## src/rtl/imm_ext_pkg.sv

```systemverilog
// Shared widths, FSM state type and requester ids for the immediate-extension arbiter.
package imm_ext_pkg;
    localparam int IMM_W  = 16;
    localparam int DATA_W = 32;

    typedef enum logic {
        IDLE = 1'b0,
        RESP = 1'b1
    } state_t;

    localparam logic ID_ALU = 1'b0;
    localparam logic ID_BR  = 1'b1;
endpackage

```

## src/rtl/imm_ext_arbiter_if.sv

```systemverilog
// Request/grant/result bundle between the two immediate requesters, the arbiter and its consumer.
interface imm_ext_arbiter_if;
    import imm_ext_pkg::*;

    logic              req0;
    logic              req1;
    logic [IMM_W-1:0]  imm0;
    logic [IMM_W-1:0]  imm1;
    logic              zext0;
    logic              zext1;
    logic              gnt0;
    logic              gnt1;
    logic              out_valid;
    logic              out_id;
    logic [DATA_W-1:0] out_data;
    logic              out_ack;
    logic              flush;

    modport slave (
        input  req0, req1, imm0, imm1, zext0, zext1, out_ack, flush,
        output gnt0, gnt1, out_valid, out_id, out_data
    );

    modport master (
        output req0, req1, imm0, imm1, zext0, zext1, out_ack, flush,
        input  gnt0, gnt1, out_valid, out_id, out_data
    );
endinterface

```

## src/rtl/imm_ext_arbiter_sign_ext.sv

```systemverilog
// sign_ext_unit: combinational 16->32 immediate extension.
// Zero mode via zext is honoured only when IMM_ZERO_EXT_EN is defined; otherwise always sign mode.
module sign_ext_unit
    import imm_ext_pkg::*;
(
    input  logic [IMM_W-1:0]         imm,
    input  logic                     zext,
    output logic signed [DATA_W-1:0] ext
);
`ifdef IMM_ZERO_EXT_EN
    assign ext = zext ? {{(DATA_W-IMM_W){1'b0}}, imm}
                      : {{(DATA_W-IMM_W){imm[IMM_W-1]}}, imm};
`else
    logic unused_zext;
    assign unused_zext = zext;
    assign ext = {{(DATA_W-IMM_W){imm[IMM_W-1]}}, imm};
`endif
endmodule

```

## src/rtl/imm_ext_arbiter.sv

```systemverilog
// Round-robin arbiter between ALU-immediate and branch-offset requesters; returns one extended
// (and, for branches, shifted) value per transaction. Zero-extend support: IMM_ZERO_EXT_EN.
module imm_ext_arbiter
    import imm_ext_pkg::*;
#(
    parameter int BR_SHIFT = 2
) (
    input logic               clk,
    input logic               rst,
    imm_ext_arbiter_if.slave  bus
);
    state_t                   state_p1, state_n;
    logic                     ptr_p1, ptr_n;
    logic                     vld_p1, vld_n;
    logic                     id_p1, id_n;
    logic signed [DATA_W-1:0] data_p1, data_n;
    logic                     gnt0_p1, gnt0_n;
    logic                     gnt1_p1, gnt1_n;

    logic                     sel_id;
    logic [IMM_W-1:0]         imm_sel;
    logic                     zext_sel;
    logic signed [DATA_W-1:0] ext_val;

    function automatic logic signed [DATA_W-1:0] br_scale(input logic signed [DATA_W-1:0] v);
        return v <<< BR_SHIFT;
    endfunction

    // The pointer only matters on a tie; a lone request always wins.
    always_comb begin
        if (bus.req0 && bus.req1)
            sel_id = ptr_p1;
        else if (bus.req1)
            sel_id = ID_BR;
        else
            sel_id = ID_ALU;
    end

    assign imm_sel  = (sel_id == ID_BR) ? bus.imm1  : bus.imm0;
    assign zext_sel = (sel_id == ID_BR) ? bus.zext1 : bus.zext0;

    sign_ext_unit u_ext (
        .imm  (imm_sel),
        .zext (zext_sel),
        .ext  (ext_val)
    );

    always_comb begin
        state_n = state_p1;
        ptr_n   = ptr_p1;
        vld_n   = vld_p1;
        id_n    = id_p1;
        data_n  = data_p1;
        gnt0_n  = 1'b0;
        gnt1_n  = 1'b0;
        case (state_p1)
            IDLE: begin
                if (!bus.flush && (bus.req0 || bus.req1)) begin
                    gnt0_n  = (sel_id == ID_ALU);
                    gnt1_n  = (sel_id == ID_BR);
                    vld_n   = 1'b1;
                    id_n    = sel_id;
                    data_n  = (sel_id == ID_BR) ? br_scale(ext_val) : ext_val;
                    state_n = RESP;
                end
            end
            RESP: begin
                // Flush wins over ack and deliberately leaves the pointer alone.
                if (bus.flush) begin
                    vld_n   = 1'b0;
                    state_n = IDLE;
                end else if (bus.out_ack) begin
                    vld_n   = 1'b0;
                    ptr_n   = ~id_p1;
                    state_n = IDLE;
                end
            end
            default: state_n = IDLE;
        endcase
    end

    // Registered stage: control and result captured together on the grant edge.
    always_ff @(posedge clk) begin
        if (rst) begin
            state_p1 <= IDLE;
            ptr_p1   <= ID_ALU;
            vld_p1   <= 1'b0;
            id_p1    <= ID_ALU;
            data_p1  <= '0;
            gnt0_p1  <= 1'b0;
            gnt1_p1  <= 1'b0;
        end else begin
            state_p1 <= state_n;
            ptr_p1   <= ptr_n;
            vld_p1   <= vld_n;
            id_p1    <= id_n;
            data_p1  <= data_n;
            gnt0_p1  <= gnt0_n;
            gnt1_p1  <= gnt1_n;
        end
    end

    assign bus.gnt0      = gnt0_p1;
    assign bus.gnt1      = gnt1_p1;
    assign bus.out_valid = vld_p1;
    assign bus.out_id    = id_p1;
    assign bus.out_data  = data_p1;
endmodule

```

## src/flat_wrapper.sv

```systemverilog
// flat-port wrapper written by rule: the top's interface ports become plain ports
module imm_ext_arbiter_flat import imm_ext_pkg::*;
#(
    parameter int BR_SHIFT = 2
)
  (clk, rst, bus_req0, bus_req1, bus_imm0, bus_imm1, bus_zext0, bus_zext1, bus_out_ack, bus_flush, bus_gnt0, bus_gnt1, bus_out_valid, bus_out_id, bus_out_data);
  imm_ext_arbiter_if bus_i ();
  input logic clk;
  input logic rst;
  input wire logic [$bits(bus_i.req0)-1:0] bus_req0;
  input wire logic [$bits(bus_i.req1)-1:0] bus_req1;
  input wire logic [$bits(bus_i.imm0)-1:0] bus_imm0;
  input wire logic [$bits(bus_i.imm1)-1:0] bus_imm1;
  input wire logic [$bits(bus_i.zext0)-1:0] bus_zext0;
  input wire logic [$bits(bus_i.zext1)-1:0] bus_zext1;
  input wire logic [$bits(bus_i.out_ack)-1:0] bus_out_ack;
  input wire logic [$bits(bus_i.flush)-1:0] bus_flush;
  output wire logic [$bits(bus_i.gnt0)-1:0] bus_gnt0;
  output wire logic [$bits(bus_i.gnt1)-1:0] bus_gnt1;
  output wire logic [$bits(bus_i.out_valid)-1:0] bus_out_valid;
  output wire logic [$bits(bus_i.out_id)-1:0] bus_out_id;
  output wire logic [$bits(bus_i.out_data)-1:0] bus_out_data;
  assign bus_i.req0 = bus_req0;
  assign bus_i.req1 = bus_req1;
  assign bus_i.imm0 = bus_imm0;
  assign bus_i.imm1 = bus_imm1;
  assign bus_i.zext0 = bus_zext0;
  assign bus_i.zext1 = bus_zext1;
  assign bus_i.out_ack = bus_out_ack;
  assign bus_i.flush = bus_flush;
  assign bus_gnt0 = bus_i.gnt0;
  assign bus_gnt1 = bus_i.gnt1;
  assign bus_out_valid = bus_i.out_valid;
  assign bus_out_id = bus_i.out_id;
  assign bus_out_data = bus_i.out_data;
  imm_ext_arbiter #(.BR_SHIFT(BR_SHIFT)) u_core (.clk(clk), .rst(rst), .bus(bus_i));
endmodule
```

## config.mk

```make
export PLATFORM = sky130hd
export DESIGN_NAME = imm_ext_arbiter_flat
export DESIGN_NICKNAME = d
export VERILOG_FILES = /design/src/rtl/imm_ext_pkg.sv /design/src/rtl/imm_ext_arbiter_if.sv /design/src/rtl/imm_ext_arbiter_sign_ext.sv /design/src/rtl/imm_ext_arbiter.sv /design/src/flat_wrapper.sv
export SDC_FILE = /design/constraint.sdc
export NUM_CORES = 1
export LEC_CHECK = 0
export CAP_MARGIN = 20
export CORE_ASPECT_RATIO = 1.1
export CORE_MARGIN = 3
export CORE_UTILIZATION = 34
export CTS_BUF_LIST = sky130_fd_sc_hd__clkbuf_4 sky130_fd_sc_hd__clkbuf_8
export DETAILED_ROUTE_END_ITERATION = 7
export MAX_ROUTING_LAYER = met4
export PLACE_DENSITY_LB_ADDON = 0.08
export SLEW_MARGIN = 20
export SYNTH_ARGS = -nofsm -noshare
export SYNTH_HDL_FRONTEND = slang
export SYNTH_SLANG_ARGS = --single-unit
export TNS_END_PERCENT = 20
```

## constraint.sdc

```tcl
create_clock -name clk -period 1.3 [get_ports clk]
set_clock_uncertainty 0.15 [all_clocks]
set_input_delay 0.26 -clock clk [delete_from_list [all_inputs] [get_ports clk]]
set_output_delay 0.26 -clock clk [all_outputs]
set_load 0.005 [all_outputs]
```

==> Word level (Yosys, flattened, before mapping) <==
Index checks and enable logic that the tools add are counted.
{ "totals": {"register_bits": 24, "latch_bits": 0, "ramBits": 0, "romBits": 0, "input_bits": 40, "output_inout_bits": 36, "elab_cells": 34, "mem_count": 0} }
{ "classes": {"addsub": 0, "multipliers": 0, "div_mod_pow": 0, "n_lt_le_gt_ge": 0, "eq_ne": 2, "shift": 0, "mux": 12, "n_bitwise": 5, "n_reduce_logical": 8} }
{ "op_table": {"columns": ["op", "n"], "rows": [
  ["$mux W17", 1],
  ["$mux W16", 1],
  ["$mux W1", 8],
  ["$not A1 Y1", 5],
  ["$pmux W1 S2", 2],
  ["$reduce_and A2 Y1", 2],
  ["$ne A3 B3 Y1 const B", 1],
  ["$reduce_and A3 Y1", 1],
  ["$reduce_or A3 Y1", 1],
  ["$logic_and A1 B1 Y1", 2],
  ["$ne A2 B1 Y1 const B", 1],
  ["$logic_not A1 Y1", 1],
  ["$logic_or A1 B1 Y1", 1]
]} }

==> Longest topological paths before layout <==
{ "logic_depth": {"word_depth": 4, "mapped_depth": 5, "ltp_nobuf": 3} }

==> Cells and area by module <==
A second synthesis with hierarchy kept.
{ "unflattened": {"hier_cells": 186, "area_unflattened_um2": 1993.2} }
{ "modules_own_cells": {"columns": ["module", "instances", "cells_each", "area_per_inst_um2", "seq_area_each_um2"], "rows": [
  ["imm_ext_arbiter", 1, 154, 1752.9, 760.7],
  ["sign_ext_unit", 1, 32, 240.2, 0.0]
]} }

==> Least setup slack after synthesis <==
No wires, ideal clock.
{ "synth_timing": {"path_kind": "register to register", "start": "register u_core.state_p1", "end": "register u_core.data_p1[13] (netlist: u_core.bus.out_data[13])", "setup_time_ns": 0.147, "arrival_time_ns": 1.096, "required_ns": 1.003, "setup_slack_ns": -0.093, "path_stages_with_launch": 6, "n_path_buf": 2, "period_less_slack_ns": 1.393, "path_cell_list": "dfxtp_1 or2_1 buf_2 buf_2 nor3_1 a2111oi_2"} }
{ "synth_between": {"elab_chain_len": 2} }
{ "synth_lines": {"columns": ["element", "line_no", "source"], "rows": [
  ["from (decl)", "imm_ext_arbiter.sv:12", "state_t state_p1, state_n;"],
  ["from (signal assigned)", "imm_ext_arbiter.sv:93", "state_p1 <= state_n;"],
  ["$not A1 Y1 (no source line)", null, null],
  ["$reduce_and A2 Y1 (no source line)", null, null],
  ["to (signal assigned)", "imm_ext_arbiter.sv:97", "data_p1 <= data_n;"],
  ["to (decl)", "imm_ext_arbiter.sv:16", "logic signed [DATA_W-1:0] data_p1, data_n;"]
]} }
No other way between the ends.
A chain may end at the register's enable or synchronous reset.

==> Worst setup path after layout <==
{ "layout_timing": {"start": "register u_core.ptr_p1", "end": "register u_core.data_p1[12] (netlist: u_core.bus.out_data[12])"} }
{ "layout_between": {"elab_chain_len": 3} }
{ "layout_lines": {"columns": ["element", "line_no", "source"], "rows": [
  ["from (decl)", "imm_ext_arbiter.sv:13", "logic ptr_p1, ptr_n;"],
  ["from (signal assigned)", "imm_ext_arbiter.sv:94", "ptr_p1 <= ptr_n;"],
  ["$mux W1 (*)", "imm_ext_arbiter.sv:31", "if (bus.req0 && bus.req1)"],
  ["$mux W16", "imm_ext_arbiter.sv:39", "assign imm_sel = (sel_id == ID_BR) ? bus.imm1 : bus.imm0;"],
  ["$mux W17 (*)", "imm_ext_arbiter.sv:63", "data_n = (sel_id == ID_BR) ? br_scale(ext_val) : ext_val;"]
]} }
Every way passes the cells marked *; elsewhere a longest branch is shown, timed or not.

==> results.sh <==
export IMPL_clock_sinks=24
export IMPL_cts_htree_levels=1
export IMPL_arrival_time_of_data_at_the_critical_path_endpoint_ns=1.42
export IMPL_critical_path_capture_point_type="register"
export IMPL_cts_clk_slew_worst_paths_ns=0.14
export IMPL_regToRegSetupSlack_ns=-0.05
export IMPL_drive_gt1_share_pct=56.1
export IMPL_ys_top_cells_by_area="sky130_fd_sc_hd__dfxtp_1 39%, sky130_fd_sc_hd__a2111oi_2 11%, sky130_fd_sc_hd__buf_4 9.1%"
export IMPL_numPlacedInstances=256
export IMPL_worst_endpoint_required_ns=1.37
export IMPL_finish_instance_area_sq_um=2400
export IMPL_cts_hold_repair_buffers=0
export IMPL_drt_initial_drc_count=63
export IMPL_final_period_utilization_pct=104
export IMPL_post_drt_wl_per_cell_microns=15.7
export IMPL_worst_r2r_endpoint="u_core.bus.out_data[12]"
export IMPL_dp_hpwl_mm=2.84
export IMPL_chipWidth_microns=63.7
export IMPL_power_ir_vdd_worst_v=0.000427
export IMPL_drv_cap=0
export IMPL_count_of_antenna_diodes_in_the_layout=0
export IMPL_timing_limited_maximum_frequency_mhz=741
export IMPL_muxShareOfSynthArea_pct=0
export IMPL_postSynthRegisterBits=24
export IMPL_power_density_nw_per_um2=855
export IMPL_holdCritPathClass="in -> reg"
export IMPL_vias_per_instance=4.99
export IMPL_synthAdderAreaFrac_pct=0
export IMPL_p_leak_nw=0.992
export IMPL_r2r_worst_path_cells=3
export IMPL_worstHoldPathCells=3
export IMPL_clock_tree_from_tritoncts="built"
export IMPL_status="complete, but fails checks"
export IMPL_synth_compound_area_share_pct=27.5
export IMPL_cts_root_to_sink_buffers=2
export IMPL_core_rowCount=22
export IMPL_worst_hold_path_endpoint="u_core.bus.out_data[16]"
export IMPL_finalSetupViolCount=27
export IMPL_synth_cells=139
export IMPL_yosys_cell_count_top_type="sky130_fd_sc_hd__dfxtp_1"
export IMPL_grt_pass1_wl_mm=6.62
export IMPL_detail_route_wirelength_mm=4.26
export IMPL_synth_yosys_seq_area_share_pct=38.6
export IMPL_n_fill_cell=293
export IMPL_worst_slack_ns=-0.0493
export IMPL_synth_edf_count=0
export IMPL_ios=76
export IMPL_start_util_pct=36.4
export IMPL_post_synth_and_or_nand_nor_area_fraction_pct=17.0
export IMPL_dpl_worst_slack_ns=-0.554
export IMPL_layout_core_utilization_pct=70.4
export IMPL_detail_route_first_pass_iterations=4
export IMPL_synth_area_leader_cell="sky130_fd_sc_hd__dfxtp_1"
export IMPL_unrepaired_setup_endpoints_after_global_routing="yes"
export IMPL_total_negative_slack_for_setup_checks_ns=-0.674
export IMPL_cts_root_buffer="sky130_fd_sc_hd__clkbuf_4"
export IMPL_detailroute_via_count=1352
export IMPL_postSynth_asyncResetShare_pct=0
export IMPL_drc_errors=0
export IMPL_die_area_sq_um=4420
export IMPL_finalMaxSlewViolations=0
export IMPL_fp_coreArea_sq_um=3410
export IMPL_fin_nets=264
export IMPL_tightestPinTransition_ns=0.419
export IMPL_avgSynthCellArea_sq_um=8.95
export IMPL_synth_fp_nets=179
export IMPL_setup_worst_path_start_class="register"
export IMPL_clock_latency_ns=0.31
export IMPL_finalHoldViolCount=0
export IMPL_antenna_found_initial=0
export IMPL_maximum_fanout_along_the_worst_path=6
export IMPL_yosys_most_used_dff="sky130_fd_sc_hd__dfxtp_1"
export IMPL_globalRouteOverflowTotal=0
export IMPL_placement_io_buffers=73
export IMPL_holdCritStartpoint="rst"
export IMPL_placer_congestion=0.763
export IMPL_yosys_warnings=0
export IMPL_finish_cell_count_without_fillers=271
export IMPL_mapped_cell_area_sq_um=1240
export IMPL_pnr_total_power_mw=2.06
export IMPL_layout_min_cycle_time_ns=1.35
export IMPL_detailed_place_area_sq_um=2090
export IMPL_grt_start_max_net_pins=15
export IMPL_synth_distinct_cells=29
export IMPL_area_growth_pct=93.3
export IMPL_ys_top_cells_by_count="24 x sky130_fd_sc_hd__dfxtp_1, 15 x sky130_fd_sc_hd__a21oi_1, 15 x sky130_fd_sc_hd__buf_4"
export IMPL_synthXorXnorAreaFrac_pct=0
export IMPL_ant_nets=0
export IMPL_violations_in_the_final_reports="negative setup slack"
export IMPL_criticalPathCategory="reg -> reg"
export IMPL_hold_slack_ns=0.292
export IMPL_synth_top_family_by_area="compound AO/OA/AOI/OAI gates"
export IMPL_timing_slew_headroom_pct=72.0
export IMPL_synth_top_area_share_pct=38.6
export IMPL_number_of_global_route_vias_before_repair=1368
export IMPL_worstReg2RegStart="u_core.ptr_p1"
export IMPL_grtUsageTotal_pct=19.1
export IMPL_die_y_microns=69.4
export IMPL_tritoncts_num_buffers=3
==> worst max path at each step <==
| stage | from | to | slack (ns) | depth (start not counted) |
|---|---|---|---|---|
| CTS | u_core.bus.out_data[17] | bus_out_data[23] | -0.04 | 2 |
| detailed placement | bus_req1 | u_core.bus.out_data[4] | -0.55 | 4 |
| global route | u_core.ptr_p1 | u_core.bus.out_data[8] | -0.09 | 3 |
| floorplan | u_core.ptr_p1 | u_core.bus.out_data[11] | -0.02 | 4 |
| finish | u_core.ptr_p1 | u_core.bus.out_data[12] | -0.05 | 3 |
| global placement | bus_req0 | u_core.bus.out_data[17] | -0.50 | 5 |
==> power breakdown <==
group	switching, mW	internal, mW	total, mW
logic	0.303	0.374	0.677
registers	0.0345	0.796	0.830
clock network	0.236	0.311	0.548
==> final cells by class <==
type / count / area, sq um / area share [%]
repair buffers: 103 / 882 / 36.7
flip-flops and latches: 24 / 513 / 21.3
clock inverters: 1 / 30.0 / 1.25
clock buffers: 3 / 22.5 / 0.937
inverters: 13 / 48.8 / 2.03
multi-input cells: 79 / 847 / 35.2
well taps: 48 / 60.1 / 2.50
==> placed cells by master, fill, tap and decap left out, drive strengths merged, types with 2 or more instances in the layout <==
| cell | n |
|---|---|
| a2111oi | 10 |
| a211oi | 2 |
| a21oi | 15 |
| a31oi | 3 |
| and3 | 2 |
| and3b | 4 |
| buf | 45 |
| clkbuf | 19 |
| clkdlybuf4s15 | 5 |
| clkdlybuf4s50 | 33 |
| dfxtp | 24 |
| dlygate4sd2 | 4 |
| inv | 13 |
| nand2 | 2 |
| nand3 | 5 |
| nand4 | 3 |
| nor2 | 3 |
| nor3 | 11 |
| o21ai | 6 |
| o32ai | 3 |
| or2 | 2 |
==> registers in the layout (all words and copies together) (netlist names) <==
signal                cells
u_core.bus.gnt0           1
u_core.bus.gnt1           1
u_core.bus.out_data      18
u_core.bus.out_id         1
u_core.bus.out_valid      1
u_core.ptr_p1             1
u_core.state_p1           1
==> worst max-delay path: stages (launching register included) <==
cell,delay [ns]
sky130_fd_sc_hd__dfxtp_4,0.38
sky130_fd_sc_hd__nand2b_4,0.16
sky130_fd_sc_hd__and3_4,0.22
sky130_fd_sc_hd__a2111oi_4,0.35
==> cell families (layout without fill, tap and decap cells) <==
logic type	Yosys count	after routing
buffers and inverters	37	120
and+or+nand+nor	35	36
AOI/OAI and AO/OA	43	43
DFF	24	24
==> metal layers <==
| metal | global-route usage (%) | up-vias | wire length, microns |
|---|---|---|---|
| li1 | - | 665 | - |
| met1 | 24.1 | 635 | 1770 |
| met2 | 32.1 | 44 | 2230 |
| met3 | 2.92 | 8 | 190 |
| met4 | 4.32 | 0 | 68 |
| met5 | - | - | 0 |
==> timing repair <==
action,CTS,global route
setup endpoints to repair,59,50
buffers inserted,3,5
gates cloned,3,0
pin swaps,15,19
resized for setup,157,42
Note: power is estimated with default switching activity, not from simulation.
==> patch, RTL diff (config.mk and constraints unchanged) <==
The option `IMM_ZERO_EXT_EN` is turned on by a define.
--- a/src/rtl/imm_ext_arbiter_sign_ext.sv
+++ b/src/rtl/imm_ext_arbiter_sign_ext.sv
@@ -1,5 +1,7 @@
 // sign_ext_unit: combinational 16->32 immediate extension.
 // Zero mode via zext is honoured only when IMM_ZERO_EXT_EN is defined; otherwise always sign mode.
+`define IMM_ZERO_EXT_EN
+
 module sign_ext_unit
     import imm_ext_pkg::*;
 (
Function: changed (Yosys sat finds a counterexample within 4 cycles, from zero or initial values and one cycle with rst high).
==> patch against the unedited design <==
The flow still finishes with violations (negative setup slack). Final area is 27% lower. Total power is 24% lower. Final cell count is 22% lower. Wire length is 31% lower. Sequential cell count is 1 higher. Area after synthesis is 13% lower. Setup slack worse by 0.020 ns. Largest cell class unchanged.
==> patch: results (changes against the unedited design) <==
* Status: complete, but fails checks
* Failing checks: negative setup slack
* First-pass GRT wire length at 4570 um (-31%)
* Post-synth cell types at 24 (-17%)
* Leading post-synthesis cells by cell area: dfxtp_1, a22o_1, a21o_1, buf_4, a211oi_1
* # diodes at 0 (unchanged)
* Via density at 4.91 (-1.7%)
* CTS max path bufs at 2 (unchanged)
* Sequential-to-total area share from yosys stat at 0.461 (+0.0750)
* Initial DRC count at 23 (-63%)
* Buffers on Ports at 75 (+2.7%)
* Setup TNS at -1.20 ns (-0.525 ns)
* CP max FO at 16 (+10)
* Router iterations before antenna repair at 2 (-2)
* CTS Buf Count at 3 (unchanged)
* CTS clk-pin slew, worst paths at 0.14 ns (about the same)
* List of most frequent post-synthesis cells: dfxtp_1, a22o_1, a21o_1, buf_4, nor2_1
* Switching share of power at 0.248 (-0.0310)
* CP arrival at 1.44 ns (+0.02 ns)
* RePlAce Congestion at 0.825 (+8.2%)
* Synth warnings at 0 (unchanged)
* Async SR Flop Fraction at 0 (unchanged)
* Worst-margin pin slew at 0.271 ns (-0.148 ns)
* Clk Latency, worst-skew pair at 0.31 ns (about the same)
* Dpl hpwl at 2240 um (-21%)
* Vias in the first global route at 1099 (-20%)
* Synthesized net count at 145 (-19%)
* Root Driver: clkbuf_4
* Pleak at 0.000910 uW (-8.2%)
* WL/cell at 13.9 um (-11%)
* Layout cells sized above 1 at 0.478 (-0.0830)
* Htree depth at 1 (unchanged)
* Final setup viols at 28 (+3.7%)
* Total track usage at 0.156 (-0.0355)
* VDD IR-drop max at 618 uV (+45%)
* Largest register FFs at 19 (+1)
* Pin count of the biggest net entering global routing at 17 (+2)
* Hold/Removal Path Class: in -> reg
* Initial antenna violation count at 0 (unchanged)
* Setup ws final at -0.0695 ns (-0.0202 ns)
* Nets at 219 (-17%)
-- patch: worst paths after layout --
check                                            start                 endpoint  slack (ns)  cells past startpoint
worst max-delay path                   u_core.state_p1  u_core.bus.out_data[14]       -0.07                      5
worst min-delay path                               rst  u_core.bus.out_data[17]        0.20                      3
worst max register to register         u_core.state_p1  u_core.bus.out_data[14]       -0.07                      5
worst min register to register  u_core.bus.out_data[7]   u_core.bus.out_data[7]        0.31                      1
-- patch: per-stage QoR --
step / setup WS [ns] / instance area (sq um) / instances
2_1_floorplan: -0.103 / 1100 / 105
3_3_place_gp: -0.510 / 1850 / 206
3_5_place_dp: -0.555 / 1850 / 206
4_1_cts: -0.108 / 1850 / 210
5_1_grt: -0.126 / 1760 / 211
6_report: -0.0695 / 1760 / 211
-- patch: repair_timing --
action,4_1_cts,5_1_grt
pin swaps,1,3
endpoints found under the setup margin,58,57
setup buffers,0,0
resized for setup,132,26
cloned,0,1
-- patch: metal layers --
layer / part of all wire / GRT usage
met1: 0.38 / 0.162
met2: 0.53 / 0.278
met3: 0.085 / 0.0373
met4: 0.0061 / 0.0554
met5: 0 / -
-- patch: kinds of logic after synthesis --
| logic type | count (synthesis) | synth area share |
|---|---|---|
| and+or+nand+nor | 17 | 0.0911 |
| DFF | 25 | 0.461 |
| muxes | 1 | 0.00923 |
| AOI/OAI and AO/OA | 41 | 0.291 |
| buffers and inverters | 21 | 0.148 |
-- patch: layout make-up --
| type | count | area [sq um] |
|---|---|---|
| Fill cell | 280 | 1140 |
| Timing Repair Buffer | 87 | 686 |
| Sequential cell | 25 | 532 |
| Multi-Input combinational cell | 60 | 464 |
| Tap cell | 33 | 41.3 |
| Clock buffer | 3 | 22.5 |
| Inverter | 2 | 7.51 |
| Clock inverter | 1 | 5.00 |
-- patch: power groups by stage --
stage | clock network [uW] | registers [uW] | logic, uW
after CTS | 357 | 855 | 386
final | 341 | 855 | 363
after global placement | 0 | 861 | 415
after global routing | 405 | 864 | 397
after detailed placement | 0 | 863 | 423
after floorplan | 0 | 869 | 139
-- patch: critical path, stage by stage (launching register included) --
cell,delay [ns]
dfxtp_2,0.41
nor3_4,0.06
and3_4,0.18
buf_12,0.14
a22o_1,0.18
a21o_1,0.14
